File: src/rtl/cdb_arbiter_if.sv
// Bus bundle between the functional units and the CDB arbiter: per-FU requests and grants,
// plus the registered broadcast seen by the reservation stations and the ROB.
interface cdb_arbiter_if #(
   parameter int NUM_FU = 4,
   parameter int ID_W   = 4,
   parameter int VAL_W  = 8
);
   logic [NUM_FU-1:0]             req;
   logic [NUM_FU-1:0][ID_W-1:0]   req_id;
   logic [NUM_FU-1:0][VAL_W-1:0]  req_val;
   logic                          cdb_stall;
   logic [NUM_FU-1:0]             grant;
   logic                          cdb_valid;
   logic [ID_W-1:0]               cdb_id;
   logic [VAL_W-1:0]              cdb_val;

   // The functional units and the broadcast consumers sit on the master side
   modport master (
      output req, req_id, req_val, cdb_stall,
      input  grant, cdb_valid, cdb_id, cdb_val
   );

   modport slave (
      input  req, req_id, req_val, cdb_stall,
      output grant, cdb_valid, cdb_id, cdb_val
   );
endinterface

File: src/rtl/cdb_arbiter.sv
// Round-robin common-data-bus arbiter: one combinational one-hot grant per cycle, registered broadcast.
// Optional saturating statistics counters are built only when CDB_STATS_EN is defined.
module cdb_arbiter #(
   parameter int NUM_FU = 4,
   parameter int ID_W   = 4,
   parameter int VAL_W  = 8
) (
   input  logic        clk,
   input  logic        rst,
   cdb_arbiter_if.slave bus,
   output logic [15:0] stat_grants,
   output logic [15:0] stat_conflicts
);
   localparam int PTR_W = $clog2(NUM_FU);

   logic [PTR_W-1:0]  ptr;
   logic [PTR_W-1:0]  ptr_next;
   logic [PTR_W-1:0]  grant_idx;
   logic              grant_any;
   logic [NUM_FU-1:0] grant_vec;
   logic              valid_q;
   logic [ID_W-1:0]   id_q;
   logic [VAL_W-1:0]  val_q;

   // Scan from ptr upward (mod NUM_FU); the first requester wins. Reset and stall suppress grants.
   always_comb begin : arb_scan
      logic [PTR_W-1:0] idx;
      idx       = '0;
      grant_vec = '0;
      grant_idx = '0;
      grant_any = 1'b0;
      if (!rst && !bus.cdb_stall) begin
         for (int k = 0; k < NUM_FU; k++) begin
            idx = PTR_W'((int'(ptr) + k) % NUM_FU);
            if (!grant_any && bus.req[idx]) begin
               grant_any      = 1'b1;
               grant_idx      = idx;
               grant_vec[idx] = 1'b1;
            end
         end
      end
   end

   always_comb begin
      ptr_next = ptr;
      if (grant_any) begin
         ptr_next = (grant_idx == PTR_W'(NUM_FU - 1)) ? '0 : grant_idx + 1'b1;
      end
   end

   always_ff @(posedge clk or posedge rst) begin
      if (rst) begin
         ptr     <= '0;
         valid_q <= 1'b0;
         id_q    <= '0;
         val_q   <= '0;
      end else begin
         valid_q <= grant_any;
         ptr     <= ptr_next;
         if (grant_any) begin
            id_q  <= bus.req_id[grant_idx];
            val_q <= bus.req_val[grant_idx];
         end
      end
   end

   assign bus.grant     = grant_vec;
   assign bus.cdb_valid = valid_q;
   assign bus.cdb_id    = id_q;
   assign bus.cdb_val   = val_q;

`ifdef CDB_STATS_EN
   logic [15:0] grants_q;
   logic [15:0] conflicts_q;
   logic        multi_req;

   assign multi_req = ($countones(bus.req) >= 2);

   // Both counters stick at all-ones rather than wrapping
   always_ff @(posedge clk or posedge rst) begin
      if (rst) begin
         grants_q    <= '0;
         conflicts_q <= '0;
      end else begin
         if (grant_any && (grants_q != 16'hFFFF)) begin
            grants_q <= grants_q + 16'd1;
         end
         if (multi_req && !bus.cdb_stall && (conflicts_q != 16'hFFFF)) begin
            conflicts_q <= conflicts_q + 16'd1;
         end
      end
   end

   assign stat_grants    = grants_q;
   assign stat_conflicts = conflicts_q;
`else
   assign stat_grants    = '0;
   assign stat_conflicts = '0;
`endif

endmodule

File: src/flat_wrapper.sv
// flat-port wrapper written by rule: the top's interface ports become plain ports
module cdb_arbiter_flat 
#(
   parameter int NUM_FU = 4,
   parameter int ID_W   = 4,
   parameter int VAL_W  = 8
)
  (clk, rst, stat_grants, stat_conflicts, bus_req, bus_req_id, bus_req_val, bus_cdb_stall, bus_grant, bus_cdb_valid, bus_cdb_id, bus_cdb_val);
  cdb_arbiter_if #(.NUM_FU(NUM_FU), .ID_W(ID_W), .VAL_W(VAL_W)) bus_i ();
  input  logic clk;
  input  logic rst;
  output logic [15:0] stat_grants;
  output logic [15:0] stat_conflicts;
  input wire logic [$bits(bus_i.req)-1:0] bus_req;
  input wire logic [$bits(bus_i.req_id)-1:0] bus_req_id;
  input wire logic [$bits(bus_i.req_val)-1:0] bus_req_val;
  input wire logic [$bits(bus_i.cdb_stall)-1:0] bus_cdb_stall;
  output wire logic [$bits(bus_i.grant)-1:0] bus_grant;
  output wire logic [$bits(bus_i.cdb_valid)-1:0] bus_cdb_valid;
  output wire logic [$bits(bus_i.cdb_id)-1:0] bus_cdb_id;
  output wire logic [$bits(bus_i.cdb_val)-1:0] bus_cdb_val;
  assign bus_i.req = bus_req;
  assign bus_i.req_id = bus_req_id;
  assign bus_i.req_val = bus_req_val;
  assign bus_i.cdb_stall = bus_cdb_stall;
  assign bus_grant = bus_i.grant;
  assign bus_cdb_valid = bus_i.cdb_valid;
  assign bus_cdb_id = bus_i.cdb_id;
  assign bus_cdb_val = bus_i.cdb_val;
  cdb_arbiter #(.NUM_FU(NUM_FU), .ID_W(ID_W), .VAL_W(VAL_W)) u_core (.clk(clk), .rst(rst), .bus(bus_i), .stat_grants(stat_grants), .stat_conflicts(stat_conflicts));
endmodule
File: config.mk
export PLATFORM = sky130hd
export DESIGN_NAME = cdb_arbiter_flat
export DESIGN_NICKNAME = d
export VERILOG_FILES = /design/src/rtl/cdb_arbiter_if.sv /design/src/rtl/cdb_arbiter.sv /design/src/flat_wrapper.sv
export SDC_FILE = /design/constraint.sdc
export NUM_CORES = 1
export LEC_CHECK = 0
export ABC_CLOCK_PERIOD_IN_PS = 8700
export BUFFER_PORTS_ARGS = -buffer_cell sky130_fd_sc_hd__buf_4
export CORE_MARGIN = 5
export CORE_UTILIZATION = 24
export CTS_CLUSTER_DIAMETER = 30
export DETAILED_ROUTE_END_ITERATION = 12
export GPL_ROUTABILITY_DRIVEN = 0
export PLACE_DENSITY_LB_ADDON = 0.3
export SLEW_MARGIN = 15
export SYNTH_ARGS = -nofsm -noshare
export SYNTH_HDL_FRONTEND = slang
export SYNTH_SLANG_ARGS = --single-unit
File: constraint.sdc
create_clock -name clk -period 8.7 [get_ports clk]
set_input_delay 0.87 -clock clk [delete_from_list [all_inputs] [get_ports clk]]
set_output_delay 0.87 -clock clk [all_outputs]
set_load 0.01 [all_outputs]
==> flow_summary_export.csv <==
group,metric,value,unit
detailed_routing,drt_iter0_markers,42,
pwr,fin_total_pwr,679,uW
clock_tree,clk-insertion-delay-late,0.25,ns
detailed_routing,drt_first_pass_iters,4,
sta,slew-limit-headroom,29.7,%
grt,met3_usage,3.72,%
setup_path,rr_worst_depth,9,
clock_tree,cts_max_level,1,
synth,yosys_warnings,0,
synth,ys_ff_latch,15,
synth,yosysSeqAreaShare,20.9,%
detailed_routing,routedWlPerCell,13.7,um
finish,final_common_cell,"buf_4",
setup_path,start_kind,"register",
finish,antenna_cells,0,
detailed_routing,drc,0,
sta,layout_setup_ws,4.41,ns
clock_tree,cts_tree,"built",
grt,grt.busiest_layer,"met2",
sta,max_freq,233,MHz
synth,synth-edff-count,0,
setup_path,startpoint,"u_core.ptr[0]",
setup_path,crit_slowest_cell,"dfrtp_1",
placed_design,place_ws,4.69,ns
grt,grt_usage,10.0,%
synth,syn_avg_cell_area,9.26,um^2
grt,grt_pass1_wl,7300,um
setup_path,worstSetupEndpointType,"output port",
clock_tree,cts.sinks,15,
detailed_routing,postRouteAntennaNets,0,
grt,grt_pass1_vias,1508,
die,rows,31,
grt,overflow,0,
sta,rsz0062_at_grt,"no",
setup_path,r2r-start,"u_core.ptr[0]",
setup_path,crit_end,"bus_grant[1]",
clock_tree,holdBufCountCts,0,
finish,fin_cells,356,
clock_tree,cts_resized,0,
setup_path,r2r_slack,5.02,ns
sta,setup_tns,0,ns
sta,worst_clock_skew,0.00167,ns
pwr,leakage,0.00111,uW
finish,layout_common_cells,"buf_4, conb_1, mux2i_1",
pwr,powerDensity,295,nW/um^2
setup_path,slowest_delay,1.01,ns
synth,synth_ff_type,"dfrtp_1",
placed_design,dp_cells,352,
min_path,hold_path_class,"register to register",
grt,use_met2,15.6,%
synth,async_reset_ff_share,100,%
flow_run,maxCapViolations,0,
grt,antenna_found_initial,0,
pwr,irDropWorstVdd,0.000113,V
detailed_routing,wl,4860,um
die,die_w,96.5,um
die,io_pins,104,
clock_tree,cts_setup_buffers,0,
grt,grt_use_met1,12.9,%
clock_tree,numCtsBuffers,3,
detailed_routing,vias,1574,
finish,fin_nets,321,
setup_path,path_max_fanout,26,
sta,post-route-min-period,4.29,ns
die,die_y,96.5,um
synth,synth_cell_type_count,42,
grt,grt_max_degree,27,
placed_design,port_buffers,71,
clock_tree,cts_root_buf,"clkbuf_8",
status,status,"completed",
clock_tree,path_clk_slew,0.07,ns
setup_path,arrival,3.42,ns
clock_tree,clock_path_buffers,2,
die,initial_core_util,24.8,%
die,fp.dieArea,9310,um^2
setup_path,path_class,"register to output port",
sta,hold_violations,0,
finish,area_growth,28.4,%
placed_design,dp_hpwl,3820,um
setup_path,crit_chain,"inv_2, ha_1, or3_1, nor3_1, a311oi_1, a21oi_1, a221oi_1, nor2_1, buf_4",
setup_path,r2r-end,"u_core.bus.cdb_val[7]",
synth,synth.cell_area,1800,um^2
sta,layout_worst_path_cycle_share,49.3,%
synth,netlist_instances,194,
sta,tightest_slew,1.05,ns
sta,slew_violations,0,
sta,setup_viol,0,
setup_path,required,7.83,ns
detailed_routing,viasPerCell,4.42,
die,coreArea,7250,um^2
finish,drive_gt1_share,34.2,%
## critical path, delay by kind of cell (launching register included)
family                   cells  cell delay (ns)
adder cells (fa/ha/maj)      1             0.49
AND/OR/NAND/NOR              3             0.69
buffers and inverters        2             0.42
AO/OA/AOI/OAI                3             0.54
flip-flops                   1             1.01
## cells by family after synthesis
kind of cell / synth area share (%)
other cells: 0.209
buf+inv: 19.8
xor+xnor: 1.46
flops: 20.9
fa+ha+maj: 5.58
mux: 20.8
compound gates: 20.8
simple gates: 10.5
## registers in the layout, summed over array words and instances, names as in the netlist
signal and flops:
u_core.bus.cdb_val 8, u_core.bus.cdb_id 4, u_core.ptr 2, u_core.bus.cdb_valid 1
## synthesized netlist by cell type, types with 5 or more instances
cell type / count / area (um^2)
o32ai_1: 5 / 43.8
ha_1: 8 / 100
o221ai_1: 7 / 61.3
mux2i_1: 28 / 280
o211ai_1: 6 / 45.0
a211o_1: 5 / 43.8
inv_1: 5 / 18.8
buf_4: 34 / 255
dfrtp_1: 15 / 375
nor2_1: 12 / 45.0
nand2_1: 14 / 52.6
## where the power goes
group	switching, uW	internal, uW
combinational	242	233
clock	26.7	31.8
sequential	44.1	101
## layer usage
metal / up-vias / wire length (um)
met5: - / 0
li1: 777 / -
met1: 728 / 2010
met3: 4 / 513
met2: 65 / 2290
met4: 0 / 54
## final cells by class
class,count,area (um^2)
well taps,99,124
inverters,6,22.5
clock buffers,3,41.3
clock inverters,1,5.00
fillers,795,4950
flip-flops and latches,15,375
multi-input cells,159,1190
repair buffers,73,548
## worst min path at each step
stage	from	to	slack, ns	depth (start not counted)
3_5_place_dp	u_core.bus.cdb_val[7]	u_core.bus.cdb_val[7]	0.48	2
6_report	u_core.bus.cdb_val[7]	u_core.bus.cdb_val[7]	0.49	2
3_3_place_gp	u_core.bus.cdb_val[7]	u_core.bus.cdb_val[7]	0.47	2
2_1_floorplan	u_core.bus.cdb_id[0]	u_core.bus.cdb_id[0]	0.52	2
4_1_cts	u_core.bus.cdb_val[7]	u_core.bus.cdb_val[7]	0.49	2
5_1_grt	u_core.bus.cdb_val[7]	u_core.bus.cdb_val[7]	0.52	2
## metrics by stage
stage / area [um^2] / utilization, % / hold WS, ns
after floorplan: 1910 / - / 0.524
after global placement: 2260 / 31.1 / 0.474
after detailed placement: 2260 / 31.1 / 0.476
after CTS: 2300 / 31.8 / 0.492
after global routing: 2300 / 31.8 / 0.515
final: 2300 / 31.8 / 0.486
Note: power is estimated with default switching activity, not from simulation.
